`src/rtl/midi_decoder_if.sv`:
```
// Byte-in / event-out bundle between the MIDI UART receiver, the decoder and the voice allocator.
// The master side drives received bytes and channel selection; the slave side (decoder) drives the decoded events.
interface midi_decoder_if;
  logic        ce;
  logic [7:0]  rx_data;
  logic        rx_valid;
  logic [3:0]  midi_channel;
  logic        omni;
  logic [6:0]  note_num;
  logic [6:0]  note_vel;
  logic        note_on;
  logic        note_off;
  logic [6:0]  cc_num;
  logic [6:0]  cc_val;
  logic        cc_strobe;
  logic [13:0] pitch_bend;

  modport master (
    output ce, rx_data, rx_valid, midi_channel, omni,
    input  note_num, note_vel, note_on, note_off, cc_num, cc_val, cc_strobe, pitch_bend
  );

  modport slave (
    input  ce, rx_data, rx_valid, midi_channel, omni,
    output note_num, note_vel, note_on, note_off, cc_num, cc_val, cc_strobe, pitch_bend
  );
endinterface

```
`src/rtl/midi_decoder.sv`:
```
// MIDI channel-voice decoder with running status: Note On/Off, Control Change and Pitch Bend
// for one channel or omni; real-time bytes pass through without disturbing a partial message.
module midi_decoder (
  input  logic           clk,
  input  logic           rst,
  midi_decoder_if.slave  bus
);
  typedef enum logic [1:0] {S_IDLE, S_DATA1, S_DATA2} state_t;

  state_t      r_state, w_state_nxt;
  logic [2:0]  r_type, w_type_nxt;
  logic        r_match, w_match_nxt;
  logic [6:0]  r_d1, w_d1_nxt;
  logic [6:0]  r_note_num, w_note_num_nxt;
  logic [6:0]  r_note_vel, w_note_vel_nxt;
  logic        r_note_on, w_note_on_nxt;
  logic        r_note_off, w_note_off_nxt;
  logic [6:0]  r_cc_num, w_cc_num_nxt;
  logic [6:0]  r_cc_val, w_cc_val_nxt;
  logic        r_cc_strobe, w_cc_strobe_nxt;
  logic [13:0] r_pitch_bend, w_pitch_bend_nxt;
  logic [6:0]  w_d2;

  assign w_d2 = bus.rx_data[6:0];

  always_ff @(posedge clk) begin
    if (rst) begin
      r_state      <= S_IDLE;
      r_type       <= '0;
      r_match      <= 1'b0;
      r_d1         <= '0;
      r_note_num   <= '0;
      r_note_vel   <= '0;
      r_note_on    <= 1'b0;
      r_note_off   <= 1'b0;
      r_cc_num     <= '0;
      r_cc_val     <= '0;
      r_cc_strobe  <= 1'b0;
      r_pitch_bend <= 14'h2000;
    end else if (bus.ce) begin
      r_state      <= w_state_nxt;
      r_type       <= w_type_nxt;
      r_match      <= w_match_nxt;
      r_d1         <= w_d1_nxt;
      r_note_num   <= w_note_num_nxt;
      r_note_vel   <= w_note_vel_nxt;
      r_note_on    <= w_note_on_nxt;
      r_note_off   <= w_note_off_nxt;
      r_cc_num     <= w_cc_num_nxt;
      r_cc_val     <= w_cc_val_nxt;
      r_cc_strobe  <= w_cc_strobe_nxt;
      r_pitch_bend <= w_pitch_bend_nxt;
    end
  end

  always_comb begin
    w_state_nxt      = r_state;
    w_type_nxt       = r_type;
    w_match_nxt      = r_match;
    w_d1_nxt         = r_d1;
    w_note_num_nxt   = r_note_num;
    w_note_vel_nxt   = r_note_vel;
    w_note_on_nxt    = 1'b0;
    w_note_off_nxt   = 1'b0;
    w_cc_num_nxt     = r_cc_num;
    w_cc_val_nxt     = r_cc_val;
    w_cc_strobe_nxt  = 1'b0;
    w_pitch_bend_nxt = r_pitch_bend;

    if (bus.rx_valid) begin
      if (bus.rx_data[7:3] == 5'b11111) begin
        // real-time: leave everything, including any partial message, untouched
      end else if (bus.rx_data[7:4] == 4'hF) begin
        w_state_nxt = S_IDLE;
      end else if (bus.rx_data[7]) begin
        w_type_nxt  = bus.rx_data[6:4];
        w_match_nxt = bus.omni | (bus.rx_data[3:0] == bus.midi_channel);
        w_state_nxt = S_DATA1;
      end else begin
        unique case (r_state)
          S_IDLE: ;
          S_DATA1: begin
            w_d1_nxt = bus.rx_data[6:0];
            // Program Change / Channel Pressure complete here but drive no outputs
            if (r_type != 3'h4 && r_type != 3'h5) w_state_nxt = S_DATA2;
          end
          S_DATA2: begin
            w_state_nxt = S_DATA1;
            if (r_match) begin
              unique case (r_type)
                3'h1: begin
                  w_note_num_nxt = r_d1;
                  w_note_vel_nxt = w_d2;
                  w_note_on_nxt  = (w_d2 != 7'd0);
                  w_note_off_nxt = (w_d2 == 7'd0);
                end
                3'h0: begin
                  w_note_num_nxt = r_d1;
                  w_note_vel_nxt = '0;
                  w_note_off_nxt = 1'b1;
                end
                3'h3: begin
                  w_cc_num_nxt    = r_d1;
                  w_cc_val_nxt    = w_d2;
                  w_cc_strobe_nxt = 1'b1;
                end
                3'h6: w_pitch_bend_nxt = {w_d2, r_d1};
                default: ;
              endcase
            end
          end
          default: w_state_nxt = S_IDLE;
        endcase
      end
    end
  end

  assign bus.note_num   = r_note_num;
  assign bus.note_vel   = r_note_vel;
  assign bus.note_on    = r_note_on;
  assign bus.note_off   = r_note_off;
  assign bus.cc_num     = r_cc_num;
  assign bus.cc_val     = r_cc_val;
  assign bus.cc_strobe  = r_cc_strobe;
  assign bus.pitch_bend = r_pitch_bend;
endmodule
```
`src/flat_wrapper.sv`:
```
// flat-port wrapper written by rule: the top's interface ports become plain ports
module midi_decoder_flat 
  (clk, rst, bus_ce, bus_rx_data, bus_rx_valid, bus_midi_channel, bus_omni, bus_note_num, bus_note_vel, bus_note_on, bus_note_off, bus_cc_num, bus_cc_val, bus_cc_strobe, bus_pitch_bend);
  midi_decoder_if bus_i ();
  input  logic clk;
  input  logic rst;
  input wire logic [$bits(bus_i.ce)-1:0] bus_ce;
  input wire logic [$bits(bus_i.rx_data)-1:0] bus_rx_data;
  input wire logic [$bits(bus_i.rx_valid)-1:0] bus_rx_valid;
  input wire logic [$bits(bus_i.midi_channel)-1:0] bus_midi_channel;
  input wire logic [$bits(bus_i.omni)-1:0] bus_omni;
  output wire logic [$bits(bus_i.note_num)-1:0] bus_note_num;
  output wire logic [$bits(bus_i.note_vel)-1:0] bus_note_vel;
  output wire logic [$bits(bus_i.note_on)-1:0] bus_note_on;
  output wire logic [$bits(bus_i.note_off)-1:0] bus_note_off;
  output wire logic [$bits(bus_i.cc_num)-1:0] bus_cc_num;
  output wire logic [$bits(bus_i.cc_val)-1:0] bus_cc_val;
  output wire logic [$bits(bus_i.cc_strobe)-1:0] bus_cc_strobe;
  output wire logic [$bits(bus_i.pitch_bend)-1:0] bus_pitch_bend;
  assign bus_i.ce = bus_ce;
  assign bus_i.rx_data = bus_rx_data;
  assign bus_i.rx_valid = bus_rx_valid;
  assign bus_i.midi_channel = bus_midi_channel;
  assign bus_i.omni = bus_omni;
  assign bus_note_num = bus_i.note_num;
  assign bus_note_vel = bus_i.note_vel;
  assign bus_note_on = bus_i.note_on;
  assign bus_note_off = bus_i.note_off;
  assign bus_cc_num = bus_i.cc_num;
  assign bus_cc_val = bus_i.cc_val;
  assign bus_cc_strobe = bus_i.cc_strobe;
  assign bus_pitch_bend = bus_i.pitch_bend;
  midi_decoder u_core (.clk(clk), .rst(rst), .bus(bus_i));
endmodule
```
`config.mk`:
```
export PLATFORM = sky130hd
export DESIGN_NAME = midi_decoder_flat
export DESIGN_NICKNAME = d
export VERILOG_FILES = /design/src/rtl/midi_decoder_if.sv /design/src/rtl/midi_decoder.sv /design/src/flat_wrapper.sv
export SDC_FILE = /design/constraint.sdc
export NUM_CORES = 1
export LEC_CHECK = 0
export ABC_AREA = 1
export CAP_MARGIN = 25
export CORE_ASPECT_RATIO = 0.8
export CORE_MARGIN = 8
export CORE_UTILIZATION = 45
export DETAILED_ROUTE_END_ITERATION = 8
export PLACE_DENSITY = 0.73
export SYNTH_ARGS = -nofsm -noshare
export SYNTH_HDL_FRONTEND = slang
export SYNTH_SLANG_ARGS = --single-unit
```
`constraint.sdc`:
```
create_clock -name clk -period 1.8 [get_ports clk]
set_input_delay 0.27 -clock clk [delete_from_list [all_inputs] [get_ports clk]]
set_output_delay 0.27 -clock clk [all_outputs]
set_load 0.1 [all_outputs]
```
==> results of run 1 <==
Yosys cell counts (all sizes together):
cell and count:
nand2 92, nor3 3, xor2 4, buf 10, nand4 15, clkinv 1
clkbuf 6, dfxtp 58, nand3 10, a21oi 18, nor2 83, o21ai 20
inv 65
sequential cells by signal, summed over array words and instances (netlist names), 2 cells and up:
register	count
u_core.bus.note_num	7
u_core.r_d1	7
u_core.bus.cc_val	7
u_core.bus.pitch_bend	14
u_core.r_type	3
u_core.bus.note_vel	7
u_core.bus.cc_num	7
u_core.r_state	2
area by class of cell:
type	count	area, um2
clock buffer	12	155
tap	78	97.6
timing repair buffer	77	693
fill	520	1940
multi-input combinational	245	1100
clock inverter	4	97.6
sequential	58	1160
inverter	66	248
how the worst max path moves through the flow:
stage,start,end,cells after the start
floorplan,u_core.r_match,u_core.bus.pitch_bend[13],6
global placement,bus_rx_data[7],u_core.bus.cc_num[2],7
detailed placement,bus_ce,u_core.bus.cc_num[6],8
CTS,bus_ce,u_core.bus.cc_num[6],8
global route,u_core.r_type[0],u_core.bus.cc_val[4],6
finish,u_core.r_type[0],u_core.bus.cc_num[6],6
worst register-to-register path: stages (launching register included):
cell	delay, ns
sky130_fd_sc_hd__dfxtp_1	0.54
sky130_fd_sc_hd__inv_2	0.11
sky130_fd_sc_hd__nor3_4	0.23
sky130_fd_sc_hd__buf_4	0.23
sky130_fd_sc_hd__nand4_1	0.12
sky130_fd_sc_hd__nand2_1	0.09
sky130_fd_sc_hd__nor2_1	0.04
routing by layer:
| layer | GRT usage | part of all wire | vias to the layer above |
|---|---|---|---|
| met5 | 0 | 0 | - |
| met2 | 0.245 | 0.43 | 76 |
| li1 | - | - | 1311 |
| met1 | 0.202 | 0.47 | 1089 |
| met3 | 0.0742 | 0.086 | 10 |
| met4 | 0.0594 | 0.013 | 0 |
through the flow:
stage / cells / setup slack [ns] / TNS, ns / utilization
3_3_place_gp: 524 / 0.0299 / 0 / 0.600
5_1_grt: 540 / 0.223 / 0 / 0.646
2_1_floorplan: 385 / 0.490 / 0 / -
6_report: 540 / 0.334 / 0 / 0.646
3_5_place_dp: 524 / -0.0120 / -0.0163 / 0.600
4_1_cts: 540 / 0.332 / 0 / 0.646
logic make-up (layout without fill, tap and decap cells):
group,count (synthesis),count (layout),share of synthesized area
simple gates,203,203,0.337
buf+inv,82,159,0.129
flops,58,58,0.447
compound gates,38,38,0.0733
xor+xnor,4,4,0.0135
report_power, final:
group          switching [W]  total [W]  internal, W  leakage, nW
sequential         0.0000111    0.00131      0.00129        0.468
clock               0.000517    0.00151     0.000996        0.123
combinational       0.000116   0.000199    0.0000836         1.10
==> impl_metrics.ini, run 1 <==
[run_status]
outcome = finished clean

[timing]
final-max-slew-violation-count = 0
worst_slew_pin_slew_ns = 0.369
final.period_utilization = 0.814
setup_repair_after_global_routing_missed_its_margin = no
max_slew_margin = 0.754
holdWs_ns = 0.463
period_needed_ns = 1.47
fmaxAchievable_mhz = 682
finalSetupViolCount = 0
hold_violations = 0
timing.clock.skew_ns = 0.00547

[setup_path]
slowest_library_cell_on_the_worst_path = sky130_fd_sc_hd__dfxtp_1
worstSetupEndpointType = flip-flop
cpPeakStageDelay_ns = 0.54
worst_r2r_startpoint = u_core.r_type[0]
critical_path.n_buffers_inverters = 2
path_max_fanout = 14
cp_data_required_time_ns = 2.03
rr_worst_depth = 6
path_cells = inv_2 -> nor3_4 -> buf_4 -> nand4_1 -> nand2_1 -> nor2_1
critical_path.startpoint_type = flip-flop
worstPathArrival_ns = 1.69
reg2reg_setup_slack_ns = 0.33
critPathTopFamily = flip-flops
worstReg2RegEnd = u_core.bus.cc_num[6]
cp_class = flip-flop to flip-flop

[clock_tree]
tritoncts = done
clkTransAtPathRegs_ns = 0.07
max-clock-path-buffers = 2
postCtsSetupBuffers = 0
tritoncts.num_buffers = 9
clkSinkCount = 58
cts-resized-gates = 0
cts_root_buffer = sky130_fd_sc_hd__clkbuf_8
clock_insertion_delay_worst_skew_ns = 0.33
postCtsHoldBufs = 0
h-tree-depth = 3

[grt]
grt_pass1_vias = 2377
initial_antenna_violation_count = 0
grt_overflow = 0
wire_length_of_the_first_global_routing_pass_um = 11200
grt_max_degree = 44
grtUsageTotal = 0.164

[power]
cellLeakagePower_nw = 1.69
powerDensity_nw_per_um2 = 850
total_power_w = 0.00302
ir_worst_vdd_mv = 0.358

[die]
placementRows = 24
die-width_um = 101
dieHeight_um = 83.9
core_area_um2 = 5500
io-pin-count = 62
initial_utilization = 0.472
dieArea_um2 = 8470

[job]
max_cap_violation_count = 0

[synthesis]
netlist_area_um2 = 2590
syn-instance-count = 385
synth_top_cells_by_area = sky130_fd_sc_hd__dfxtp_1 45%, sky130_fd_sc_hd__nand2_1 13%, sky130_fd_sc_hd__nor2_1 12%
post-synth-top-area-fraction = 0.447
yosysTopAreaCell = sky130_fd_sc_hd__dfxtp_1
syn_nets = 402
synth.avg_cell_area_um2 = 6.74
post_synth_cell_types = 21
yosysWarningCount = 0
synth.yosys.seq_area_share = 0.447
yosys_register_bits = 58

[min_path]
worst_hold_path.num_cells = 2
worstHoldEndpoint = u_core.bus.note_on
hp-class = flip-flop to flip-flop
min_from = u_core.bus.note_on

[route]
drt_pass1_iterations = 4
vias = 2486
route.detailed.wl_per_inst_um = 12.1
viasPerCell = 4.60
routed_wirelength_um = 6560
drt.antenna.violating_nets = 0
drc = 0
drt_iter0_markers = 114

[layout]
final_cell_area_um2 = 3550
mostFrequentLayoutCells = 91 x sky130_fd_sc_hd__nand2_1, 82 x sky130_fd_sc_hd__nor2_1, 63 x sky130_fd_sc_hd__inv_1
nets = 474
share_of_layout_cells_above_drive_strength_1 = 0.184
flow.area_growth_from_synthesis_pct = 36.8
layout.cells.most_common = sky130_fd_sc_hd__nand2_1
antenna_cells = 0

[placement]
hpwlAfterDp_um = 4740
place_area_um2 = 3300
io_buffer_count = 61
gp_congestion = 0.858
No activity file was read; power rests on OpenSTA's default activity.
==> run 2: changes to the inputs <==
Settings changed: CORE_UTILIZATION 45 to 44, PLACE_DENSITY 0.73 to 0.75.
Clock period 1.8 ns to 1.2 ns, I/O delays scaled along.
==> impl_metrics.ini, run 2 (synthesis results as in run 1) <==
[placement]
dp_worst_setup_slack_ns = -0.502
hpwlAfterDp_um = 5460
io_buffer_count = 61
gp_congestion = 0.893
place_area_um2 = 4050

[min_path]
min_from = bus_ce
worstHoldEndpoint = u_core.bus.note_off
worst_hold_path.num_cells = 4
hp-class = input pin to flip-flop

[run_status]
failed_checks = setup timing
outcome = finished, violations left

[route]
drt.antenna.violating_nets = 0
vias = 3109
drc = 0
viasPerCell = 5.36
route.detailed.wl_per_inst_um = 17.4
drt_pass1_iterations = 8
routed_wirelength_um = 10100
drt_iter0_markers = 408

[die]
dieArea_um2 = 8630
die-width_um = 102
core_area_um2 = 5820
dieHeight_um = 84.7
placementRows = 25
io-pin-count = 62
initial_utilization = 0.446

[layout]
fillCellCount = 336
antenna_cells = 0
share_of_layout_cells_above_drive_strength_1 = 0.473
flip_flop_count_of_the_largest_register_after_layout = 14
flow.area_growth_from_synthesis_pct = 81.5
layout.cells.most_common = sky130_fd_sc_hd__nor2_1
mostFrequentLayoutCells = 69 x sky130_fd_sc_hd__nor2_1, 57 x sky130_fd_sc_hd__nand2_1, 54 x sky130_fd_sc_hd__inv_1
final_cell_area_um2 = 4710
nets = 511

[setup_path]
worst_r2r_startpoint = u_core.r_type[0]
path_max_fanout = 8
cp_data_required_time_ns = 1.45
worstSetupEndpointType = flip-flop
rr_worst_depth = 7
cp_class = flip-flop to flip-flop
worstReg2RegEnd = u_core.bus.cc_num[5]
worstPathArrival_ns = 1.72
reg2reg_setup_slack_ns = -0.27
critical_path.startpoint_type = flip-flop

[clock_tree]
clkTransAtPathRegs_ns = 0.07
tritoncts.num_buffers = 9
max-clock-path-buffers = 2
postCtsHoldBufs = 0
cts_root_buffer = sky130_fd_sc_hd__clkbuf_8
clock_insertion_delay_worst_skew_ns = 0.34
h-tree-depth = 3
clkSinkCount = 58
tritoncts = done

[job]
max_cap_violation_count = 0

[timing]
fmaxAchievable_mhz = 682
period_needed_ns = 1.47
final.period_utilization = 1.22
holdWs_ns = 0.352
worst_slew_pin_slew_ns = 0.290
setup_repair_after_global_routing_missed_its_margin = yes
finalSetupViolCount = 48
postLayoutSetupSlackWorst_ns = -0.266
final-max-slew-violation-count = 0
hold_violations = 0
max_slew_margin = 0.806
timing.clock.skew_ns = 0.0123

[grt]
grt_max_degree = 56
grtUsageTotal = 0.209
wire_length_of_the_first_global_routing_pass_um = 14300
initial_antenna_violation_count = 0
grt_pass1_vias = 3011
grt_overflow = 0

[power]
cellLeakagePower_nw = 2.05
powerDensity_nw_per_um2 = 867
total_power_w = 0.00409
ir_worst_vdd_mv = 0.814
run 2: changes by cell type in the layout (fill, tap and decap cells not counted), moves of 11 or more:
cell,delta
sky130_fd_sc_hd__o21ai_0,-15
sky130_fd_sc_hd__o21ai_1,+11
sky130_fd_sc_hd__nand2_2,+25
sky130_fd_sc_hd__dfxtp_2,+47
sky130_fd_sc_hd__dfxtp_1,-48
sky130_fd_sc_hd__nand2_1,-34
sky130_fd_sc_hd__buf_12,+43
sky130_fd_sc_hd__buf_4,-19
sky130_fd_sc_hd__nor2_1,-13
run 2: stage by stage:
| step | TNS, ns | utilization | cells |
|---|---|---|---|
| 6_report | -6.07 | 0.810 | 580 |
| 5_1_grt | -8.43 | 0.810 | 580 |
| 4_1_cts | -2.42 | 0.771 | 576 |
| 3_5_place_dp | -21.07 | 0.696 | 547 |
| 3_3_place_gp | -18.76 | 0.696 | 547 |
| 2_1_floorplan | -1.01 | - | 385 |
run 2: final cells by class:
| cell class | instances | area, um2 | area share |
|---|---|---|---|
| inverter | 66 | 248 | 0.0526 |
| clock inverter | 1 | 7.51 | 0.00159 |
| clock buffer | 15 | 176 | 0.0375 |
| timing repair buffer | 113 | 1590 | 0.337 |
| tap | 81 | 101 | 0.0215 |
| sequential | 58 | 1220 | 0.260 |
| multi-input combinational | 246 | 1370 | 0.291 |
run 2: layer usage:
layer,GRT usage,routed length (um),share of wire
met1,0.224,3550,0.35
met2,0.348,4830,0.48
met3,0.0893,1260,0.12
met4,0.0944,471,0.047
met5,0,0,0
run 2: critical path: stages (launching register included):
cell and delay [ns]:
sky130_fd_sc_hd__dfxtp_1 0.45, sky130_fd_sc_hd__inv_2 0.10, sky130_fd_sc_hd__nor3_4 0.20, sky130_fd_sc_hd__buf_12 0.17, sky130_fd_sc_hd__nand3_4 0.15, sky130_fd_sc_hd__nand2_2 0.11, sky130_fd_sc_hd__inv_2 0.04, sky130_fd_sc_hd__nor2_1 0.16
run 2: timing repair:
action | CTS | global route
cloned | 4 | 4
gates resized for setup | 43 | 79
buffers inserted | 9 | 3
pin swaps | 20 | 26
endpoints found under the setup margin | 49 | 56
run 2: where the power goes:
group / switching, W / internal, W / leakage [nW] / total, W
clock network: 0.000757 / 0.000922 / 0.0900 / 0.00168
registers: 0.0000176 / 0.00194 / 0.493 / 0.00196
logic: 0.000257 / 0.000191 / 1.47 / 0.000447
total: 0.00103 / 0.00305 / 2.05 / 0.00409
run 2: worst max path at each step:
stage / startpoint / endpoint / slack [ns] / cells past startpoint
4_1_cts: u_core.r_state[0] / u_core.bus.note_vel[2] / -0.10 / 10
2_1_floorplan: u_core.r_match / u_core.bus.pitch_bend[13] / -0.07 / 6
3_5_place_dp: bus_ce / u_core.bus.cc_val[6] / -0.50 / 8
3_3_place_gp: bus_ce / u_core.bus.cc_num[1] / -0.42 / 8
6_report: u_core.r_type[0] / u_core.bus.cc_num[5] / -0.27 / 7
5_1_grt: u_core.r_type[0] / u_core.bus.cc_num[1] / -0.36 / 7
==> run 3: changes to the inputs <==
Settings changed: CORE_UTILIZATION 44 to 30, PLACE_DENSITY 0.75 to not set.
==> impl_metrics.ini, run 3 (synthesis results as in run 1) <==
[placement]
hpwlAfterDp_um = 5720
place_area_um2 = 4070
gp_congestion = 0.811
placed_cells = 579
io_buffer_count = 61

[route]
drt.antenna.violating_nets = 0
viasPerCell = 4.42
routed_wirelength_um = 8340
route.detailed.wl_per_inst_um = 13.5
drc = 0
dr_wl_met2_um = 3890
met3RoutedLength_um = 664
drt_pass1_iterations = 6
drt_iter0_markers = 117
top_layer_used = met4
vias = 2722
wl_met1_um = 3710

[clock_tree]
clkSinkCount = 58
tritoncts = done
max-clock-path-buffers = 2
cts_root_buffer = sky130_fd_sc_hd__clkbuf_8
clkTransAtPathRegs_ns = 0.07
tritoncts.num_buffers = 9
clock_insertion_delay_worst_skew_ns = 0.34
h-tree-depth = 3

[layout]
share_of_layout_cells_above_drive_strength_1 = 0.470
flow.area_growth_from_synthesis_pct = 84.9
final_cell_area_um2 = 4800
finish.cell_count_without_fillers = 616
nets = 516
layout.cells.most_common = sky130_fd_sc_hd__nor2_1
finish.utilization = 0.568
mostFrequentLayoutCells = 68 x sky130_fd_sc_hd__nor2_1, 59 x sky130_fd_sc_hd__nand2_1, 54 x sky130_fd_sc_hd__inv_1
flip_flop_count_of_the_largest_register_after_layout = 14
antenna_cells = 0

[timing]
holdWs_ns = 0.285
max_slew_margin = 0.787
period_needed_ns = 1.29
worst_slew_pin_slew_ns = 0.319
fmaxAchievable_mhz = 774
finalSetupViolCount = 51
timing.clock.skew_ns = 0.00884
setup_repair_after_global_routing_missed_its_margin = yes
hold_violations = 0
final.period_utilization = 1.08
final-max-slew-violation-count = 0
postLayoutSetupSlackWorst_ns = -0.0913

[setup_path]
worstPathArrival_ns = 1.56
path_max_fanout = 11
critical_path.startpoint_type = flip-flop
setup.worst_path.start = u_core.r_state[1]
worstSetupEndpointType = flip-flop
worst_r2r_startpoint = u_core.r_state[1]
cp_data_required_time_ns = 1.47
cp_class = flip-flop to flip-flop

[grt]
grt_overflow = 0
grtUsageTotal = 0.146
wire_length_of_the_first_global_routing_pass_um = 13800
grt_max_degree = 36
initial_antenna_violation_count = 0
grt_pass1_vias = 2838

[run_status]
outcome = finished, violations left
failed_checks = setup timing

[die]
placementRows = 30
dieHeight_um = 99.2
initial_utilization = 0.307
io-pin-count = 62
dieArea_um2 = 11900
core_area_um2 = 8450
die-width_um = 120

[power]
ir_worst_vdd_mv = 0.491
powerDensity_nw_per_um2 = 947
total_power_w = 0.00454
cellLeakagePower_nw = 2.08

[min_path]
min_from = bus_ce
hp-class = input pin to flip-flop

[job]
max_cap_violation_count = 0
## run 3: cell type report
class | count | area, um2
well taps | 112 | 140
repair buffers | 118 | 1620
fillers | 792 | 3650
flip-flops and latches | 58 | 1230
clock inverters | 5 | 103
multi-input cells | 246 | 1330
clock buffers | 11 | 131
inverters | 66 | 253
## run 3: routing by layer
| metal | vias up | global-route usage |
|---|---|---|
| met5 | - | 0 |
| met4 | 0 | 0.0469 |
| met3 | 6 | 0.0668 |
| met2 | 71 | 0.241 |
| met1 | 1248 | 0.164 |
| li1 | 1397 | - |
## run 3: power by group
group,switching [W],total (W),internal (W)
Combinational,0.000224,0.000417,0.000194
Sequential,0.0000194,0.00196,0.00194
Clock,0.000788,0.00216,0.00138
Total,0.00103,0.00454,0.00351
## run 3: worst paths after layout
path	slack, ns	end	cells after the start
worst min register to register	0.49	u_core.bus.cc_strobe	2
worst min-delay path	0.29	u_core.bus.cc_strobe	4
worst max-delay path	-0.09	u_core.r_d1[2]	6
worst max register to register	-0.09	u_core.r_d1[2]	6
## run 3: worst max-delay path: stages (launching register included)
cell,delay [ns]
sky130_fd_sc_hd__dfxtp_2,0.34
sky130_fd_sc_hd__buf_4,0.13
sky130_fd_sc_hd__nor2_2,0.16
sky130_fd_sc_hd__nand3_1,0.13
sky130_fd_sc_hd__buf_6,0.16
sky130_fd_sc_hd__buf_4,0.14
sky130_fd_sc_hd__a21oi_1,0.16
## run 3: repair_timing
action,4_1_cts,5_1_grt
gates resized for setup,57,43
setup endpoints to repair,51,52
gates cloned,4,0
hold endpoints to repair,0,0
pin swaps,24,18
buffers inserted,15,5
hold buffers,0,0
## run 3: stage by stage
step | setup slack, ns | TNS (ns)
finish | -0.0913 | -2.07
floorplan | -0.0664 | -1.01
global route | -0.153 | -5.51
detailed placement | -0.570 | -24.46
global placement | -0.477 | -22.00
CTS | -0.0586 | -1.34
==> edit 1, RTL diff (config.mk and constraints of run 3) <==
Make the reset (`rst`) asynchronous in one clocked block.
--- a/src/rtl/midi_decoder.sv
+++ b/src/rtl/midi_decoder.sv
@@ -24,5 +24,5 @@
   assign w_d2 = bus.rx_data[6:0];
 
-  always_ff @(posedge clk) begin
+  always_ff @(posedge clk or posedge rst) begin
     if (rst) begin
       r_state      <= S_IDLE;
Function: differs if rst is asserted again (counterexample within 4 cycles, from zero or initial values and one cycle with rst high); with rst held inactive, the same outputs for 4 cycles.
==> edit 1 against run 3 <==
  * The flow still finishes with violations (setup timing)
  * Core utilization fell by 4.5 points
  * Setup slack improved by 0.0077 ns
  * Cell count is 21% lower
  * Highest routed layer unchanged
  * Non-clock buffer count is 21 lower
  * Sequential cell count unchanged
  * Synthesized area down 2.0%
  * Cell area shrank 8.7%
  * Synthesized cell count fell by 29%
  * Critical endpoint is now u_core.bus.pitch_bend[12]
  * Routed wire length is 13% lower
  * Critical path type unchanged
Power is not compared: it rests on default switching activity, and its combinational part moved more than twofold at a synthesized area within 25%.
==> edit 1: results (changes against run 3) <==
stage;metric;value;unit;change
global_route;GRT Resource Usage Total;0.1248;;-0.02128
placed_design;Place WS;-0.4106;ns;+0.1598 ns
placed_design;hpwl dp;5172;µm;-9.6%
timing;Worst Slack Setup Final;-0.08364;ns;+0.007651 ns
synthesis;Synth cell types;19;;-9.5%
setup_path;Reg2Reg Capture Point;u_core.bus.pitch_bend[12];;
global_route;vias in the first global route;2185;;-23%
synthesis;post-synthesis sequential area ratio;0.5714;;+0.1239
synthesis;ranking of synthesized cells by area;dfrtp_1, nand2_1, o21ai_2, inv_1, buf_6;;
synthesis;syn_area_per_cell;9.279;µm²;+38%
placed_design;DP Area;0.003943;mm²;-3.1%
detailed_routing;WL/cell;14.90;µm;+10%
setup_path;R2R Path Start;u_core.r_type[1];;
synthesis;top_reg_cell synth;dfrtp_1;;
timing;worst hold margin;0.2692;ns;-0.01620 ns
finish;share of cells above drive strength 1;0.4373;;-0.03290
global_route;routing usage on met3;0.05709;;-0.009724
global_route;first-pass GRT wire length;11590;µm;-16%
timing;final number of setup-violating endpoints;44;;-14%
status;outcome;complete, but fails checks;;
detailed_routing;DRT iter0 DRCs;79;;-32%
status;failing checks;setup timing;;
synthesis;Async SR Flop Fraction;1.000;;+1.000
placed_design;placed cells;465;;-20%
detailed_routing;DR WL met3;506;µm;-24%
worst_hold_path;Hold Path Class;in2async;;
power;maximum vdd drop;0.0006542;V;
timing;relative slew slack;0.8255;;+0.03834
detailed_routing;wl on met1;3378;µm;-8.9%
global_route;global routing usage on met2;0.1830;;-0.05842
placed_design;# port buffers;61;;unchanged
timing;final clock skew;0.008157;ns;-0.0006857 ns
setup_path;CP Max Fanout;7;;-4
timing;Total Neg Setup Slack;-1.740;ns;+0.3314 ns
finish;Largest register FFs;14;;unchanged
synthesis;Post-synth EDFFs;0;;unchanged
detailed_routing;detailed-route vias per instance;4.497;;+1.8%
clock_network;H-tree Lvls;3;;unchanged
synthesis;synth cell count leaders;nand2_1, dfrtp_1, o21ai_2;;
setup_path;crit path DAT;1.49;ns;-0.07 ns
detailed_routing;DR WL met2;3284;µm;-16%
finish;fin cells;487;;-21%
placed_design;Routability Congestion;0.8390;;+3.4%
global_route;largest net degree at the start of global routing;43;;+19%
finish;number of nets in the layout;390;;-24%
global_route;GR Layer Usage met1;0.1611;;-0.003123
synthesis;syn nets;291;;-28%
detailed_routing;DRT Pass-1 Iters;4;;-2
-- edit 1: critical path, stage by stage (launching register included) --
cell and delay (ns):
dfrtp_2 0.42, inv_4 0.06, nor3_4 0.22, nand3_4 0.16
clkbuf_16 0.21, nand2_2 0.06, o21ai_2 0.05
-- edit 1: worst max path at each step --
stage	start	to	cells after the start
2_1_floorplan	u_core.r_state[0]	u_core.bus.cc_val[0]	8
3_3_place_gp	bus_rx_data[7]	u_core.bus.cc_val[5]	8
3_5_place_dp	bus_rx_data[7]	u_core.bus.cc_num[2]	8
4_1_cts	u_core.bus.pitch_bend[13]	bus_pitch_bend[13]	1
5_1_grt	u_core.r_type[2]	u_core.bus.pitch_bend[3]	6
6_report	u_core.r_type[1]	u_core.bus.pitch_bend[12]	6
-- edit 1: area by class of cell --
| type | count | area (µm²) |
|---|---|---|
| clock buffers | 13 | 158.9 |
| repair buffers | 97 | 1461 |
| fillers | 710 | 3991 |
| multi-input cells | 179 | 1051 |
| well taps | 112 | 140.1 |
| inverters | 28 | 111.4 |
| flip-flops and latches | 58 | 1456 |
-- edit 1: report_power, final --
part | internal (mW) | leakage, nW | switching, mW
registers | 2.27 | 0.780 | 0.301
clock network | 0.829 | 0.0815 | 0.690
logic | 1.06 | 1.17 | 1.82
total | 4.16 | 2.04 | 2.81
-- edit 1: logic make-up (layout without fill, tap and decap cells) --
kind of cell,Yosys count,count (layout),share of synthesized area
simple gates,124,124,0.2018
flops,58,58,0.5714
compound gates,55,55,0.1511
buf+inv,37,138,0.07579
-- edit 1: what timing repair did --
action / CTS / global route
pin swaps: 4 / 3
cloned: 1 / 2
buffers inserted: 3 / 3
setup endpoints to repair: 47 / 58
gates resized for setup: 14 / 39
==> edit 2, RTL diff (config.mk and constraints of run 3) <==
Made on the original files. Encoding of `state_t`: now one-hot (3 bits for 3 states).
--- a/src/rtl/midi_decoder.sv
+++ b/src/rtl/midi_decoder.sv
@@ -6,5 +6,5 @@
   midi_decoder_if.slave  bus
 );
-  typedef enum logic [1:0] {S_IDLE, S_DATA1, S_DATA2} state_t;
+  typedef enum logic [2:0] {S_IDLE = 3'b001, S_DATA1 = 3'b010, S_DATA2 = 3'b100} state_t;
 
   state_t      r_state, w_state_nxt;
Behaviour: no difference found for any inputs over 4 cycles, from zero or initial values and one cycle with rst high; so few cycles prove little.
==> edit 2 against run 3 <==
  * The flow still finishes with violations (setup timing)
  * Total power fell by 6.4%
  * Worst hold slack got worse by 0.080 ns
  * Sequential cell count rose by 1
  * Count of clock-buffer cells in the layout did not move
  * Synthesized area fell by 8.2%
  * Routed wire length fell by 6.2%
  * Core utilization rose by 2.0 points
  * Largest power group is now registers
  * Setup slack got worse by 0.027 ns
  * Sequential share of layout area rose by 1.3 points
  * Cell area fell by 4.4%
  * Synthesized cell count fell by 17%
  * Highest routed layer unchanged
==> edit 2: results (changes against run 3) <==
stage;metric;value;unit;change
detailed_routing;DR WL met3;548;µm;-17%
detailed_routing;wl on met1;3509;µm;-5.4%
timing;final number of setup-violating endpoints;42;;-18%
global_route;largest net degree at the start of global routing;56;;+56%
detailed_routing;DRT iter0 DRCs;160;;+37%
placed_design;placed cells;514;;-11%
synthesis;post-synthesis compound-gate area fraction;0.1507;;+0.07745
detailed_routing;DR WL met2;3680;µm;-5.5%
placed_design;hpwl dp;5243;µm;-8.4%
synthesis;Gate Count Post-Synth;319;;-17%
synthesis;Synth cell types;31;;+48%
synthesis;post-synthesis xor/xnor area fraction;0.01471;;+0.001205
power;maximum vdd drop;0.0004705;V;-4.2%
timing;worst hold margin;0.2050;ns;-0.08039 ns
timing;Worst Slack Setup Final;-0.1181;ns;-0.02679 ns
timing;final clock skew;0.009625;ns;+0.0007822 ns
synthesis;synth cell count leaders;nor2_1, dfxtp_1, o21ai_0;;
detailed_routing;DRT Pass-1 Iters;4;;-2
detailed_routing;detailed-route vias per instance;4.566;;+3.3%
status;outcome;complete, but fails checks;;
synthesis;ranking of synthesized cells by area;dfxtp_1, nor2_1, o21ai_0, nand2_1, inv_1;;
power;Static Leak;1.898;nW;-8.8%
finish;fillers;666;;-16%
status;failing checks;setup timing;;
finish;number of nets in the layout;446;;-14%
power;switching power share of the total;0.2413;;+0.01438
global_route;vias in the first global route;2481;;-13%
detailed_routing;Post-Route WL;7826;µm;-6.2%
-- edit 2: cell types whose count changed in the layout (fill, tap and decap cells not counted), moves of 5 or more --
cell,change
nand2_1,-42
inv_1,-38
o21ai_2,+24
nand2_2,-19
nor2_1,+16
o21ai_1,+14
nand4_1,-13
dfxtp_1,+11
nor2_4,+11
a21oi_1,-10
buf_4,-10
dfxtp_2,-9
inv_2,-6
a21oi_2,+5
-- edit 2: cell type report --
class | instances | share of cell area
clock buffers | 11 | 0.03301
clock inverters | 4 | 0.01091
inverters | 23 | 0.02646
multi-input cells | 227 | 0.2995
flip-flops and latches | 59 | 0.2684
well taps | 108 | 0.02946
repair buffers | 108 | 0.3303
repair inverters | 1 | 0.001909
-- edit 2: cell families (layout without fill, tap and decap cells) --
family / Yosys count / after routing
buffers and inverters: 35 / 147
AND/OR/NAND/NOR: 152 / 154
XOR/XNOR: 4 / 4
AO/OA/AOI/OAI: 69 / 69
flip-flops: 59 / 59
-- edit 2: path summary, 6_finish.rpt --
path / from / to / cells after the start
worst max-delay path: u_core.r_state[1] / u_core.bus.cc_num[0] / 8
worst max register to register: u_core.r_state[1] / u_core.bus.cc_num[0] / 8
worst min register to register: u_core.bus.note_off / u_core.bus.note_off / 2
worst min-delay path: bus_ce / u_core.bus.note_off / 4
-- edit 2: layer usage --
| metal | track usage | vias to the layer above |
|---|---|---|
| met4 | 0.04844 | 0 |
| met5 | 0 | - |
| met1 | 0.1766 | 1137 |
| met3 | 0.04828 | 7 |
| met2 | 0.2271 | 72 |
| li1 | - | 1254 |
-- edit 2: power groups by stage --
stage	Clock [mW]	Sequential, mW	Combinational, mW
after floorplan	0	2.02	0.138
after global placement	0	2.02	0.333
after detailed placement	0	2.02	0.332
after CTS	1.88	1.98	0.360
after global routing	1.97	1.98	0.461
final	1.84	1.98	0.422
-- edit 2: worst max-delay path, stage by stage (launching register included) --
cell and delay (ns):
dfxtp_2 0.34, inv_4 0.08, nand3_4 0.09, nor2_4 0.12, buf_6 0.11, nand3_4 0.15
buf_12 0.20, nor2_4 0.08, nor2_2 0.05
-- edit 2: metrics by stage --
stage          worst slack, ns  setup TNS [ns]  instance area [µm²]  utilization
4_1_cts                -0.1007          -2.709                 4275       0.5480
6_report               -0.1181          -2.768                 4587       0.5880
3_3_place_gp           -0.4229          -21.61                 3866       0.4956
2_1_floorplan        -0.009765         -0.1073                 2436            -
5_1_grt                -0.1728          -6.271                 4587       0.5880
3_5_place_dp           -0.4863          -23.06                 3866       0.4956
-- edit 2: repair_timing --
item,4_1_cts,5_1_grt
pin swaps,7,24
setup endpoints to repair,53,57
gates cloned,3,1
resized for setup,61,94
setup buffers,6,4
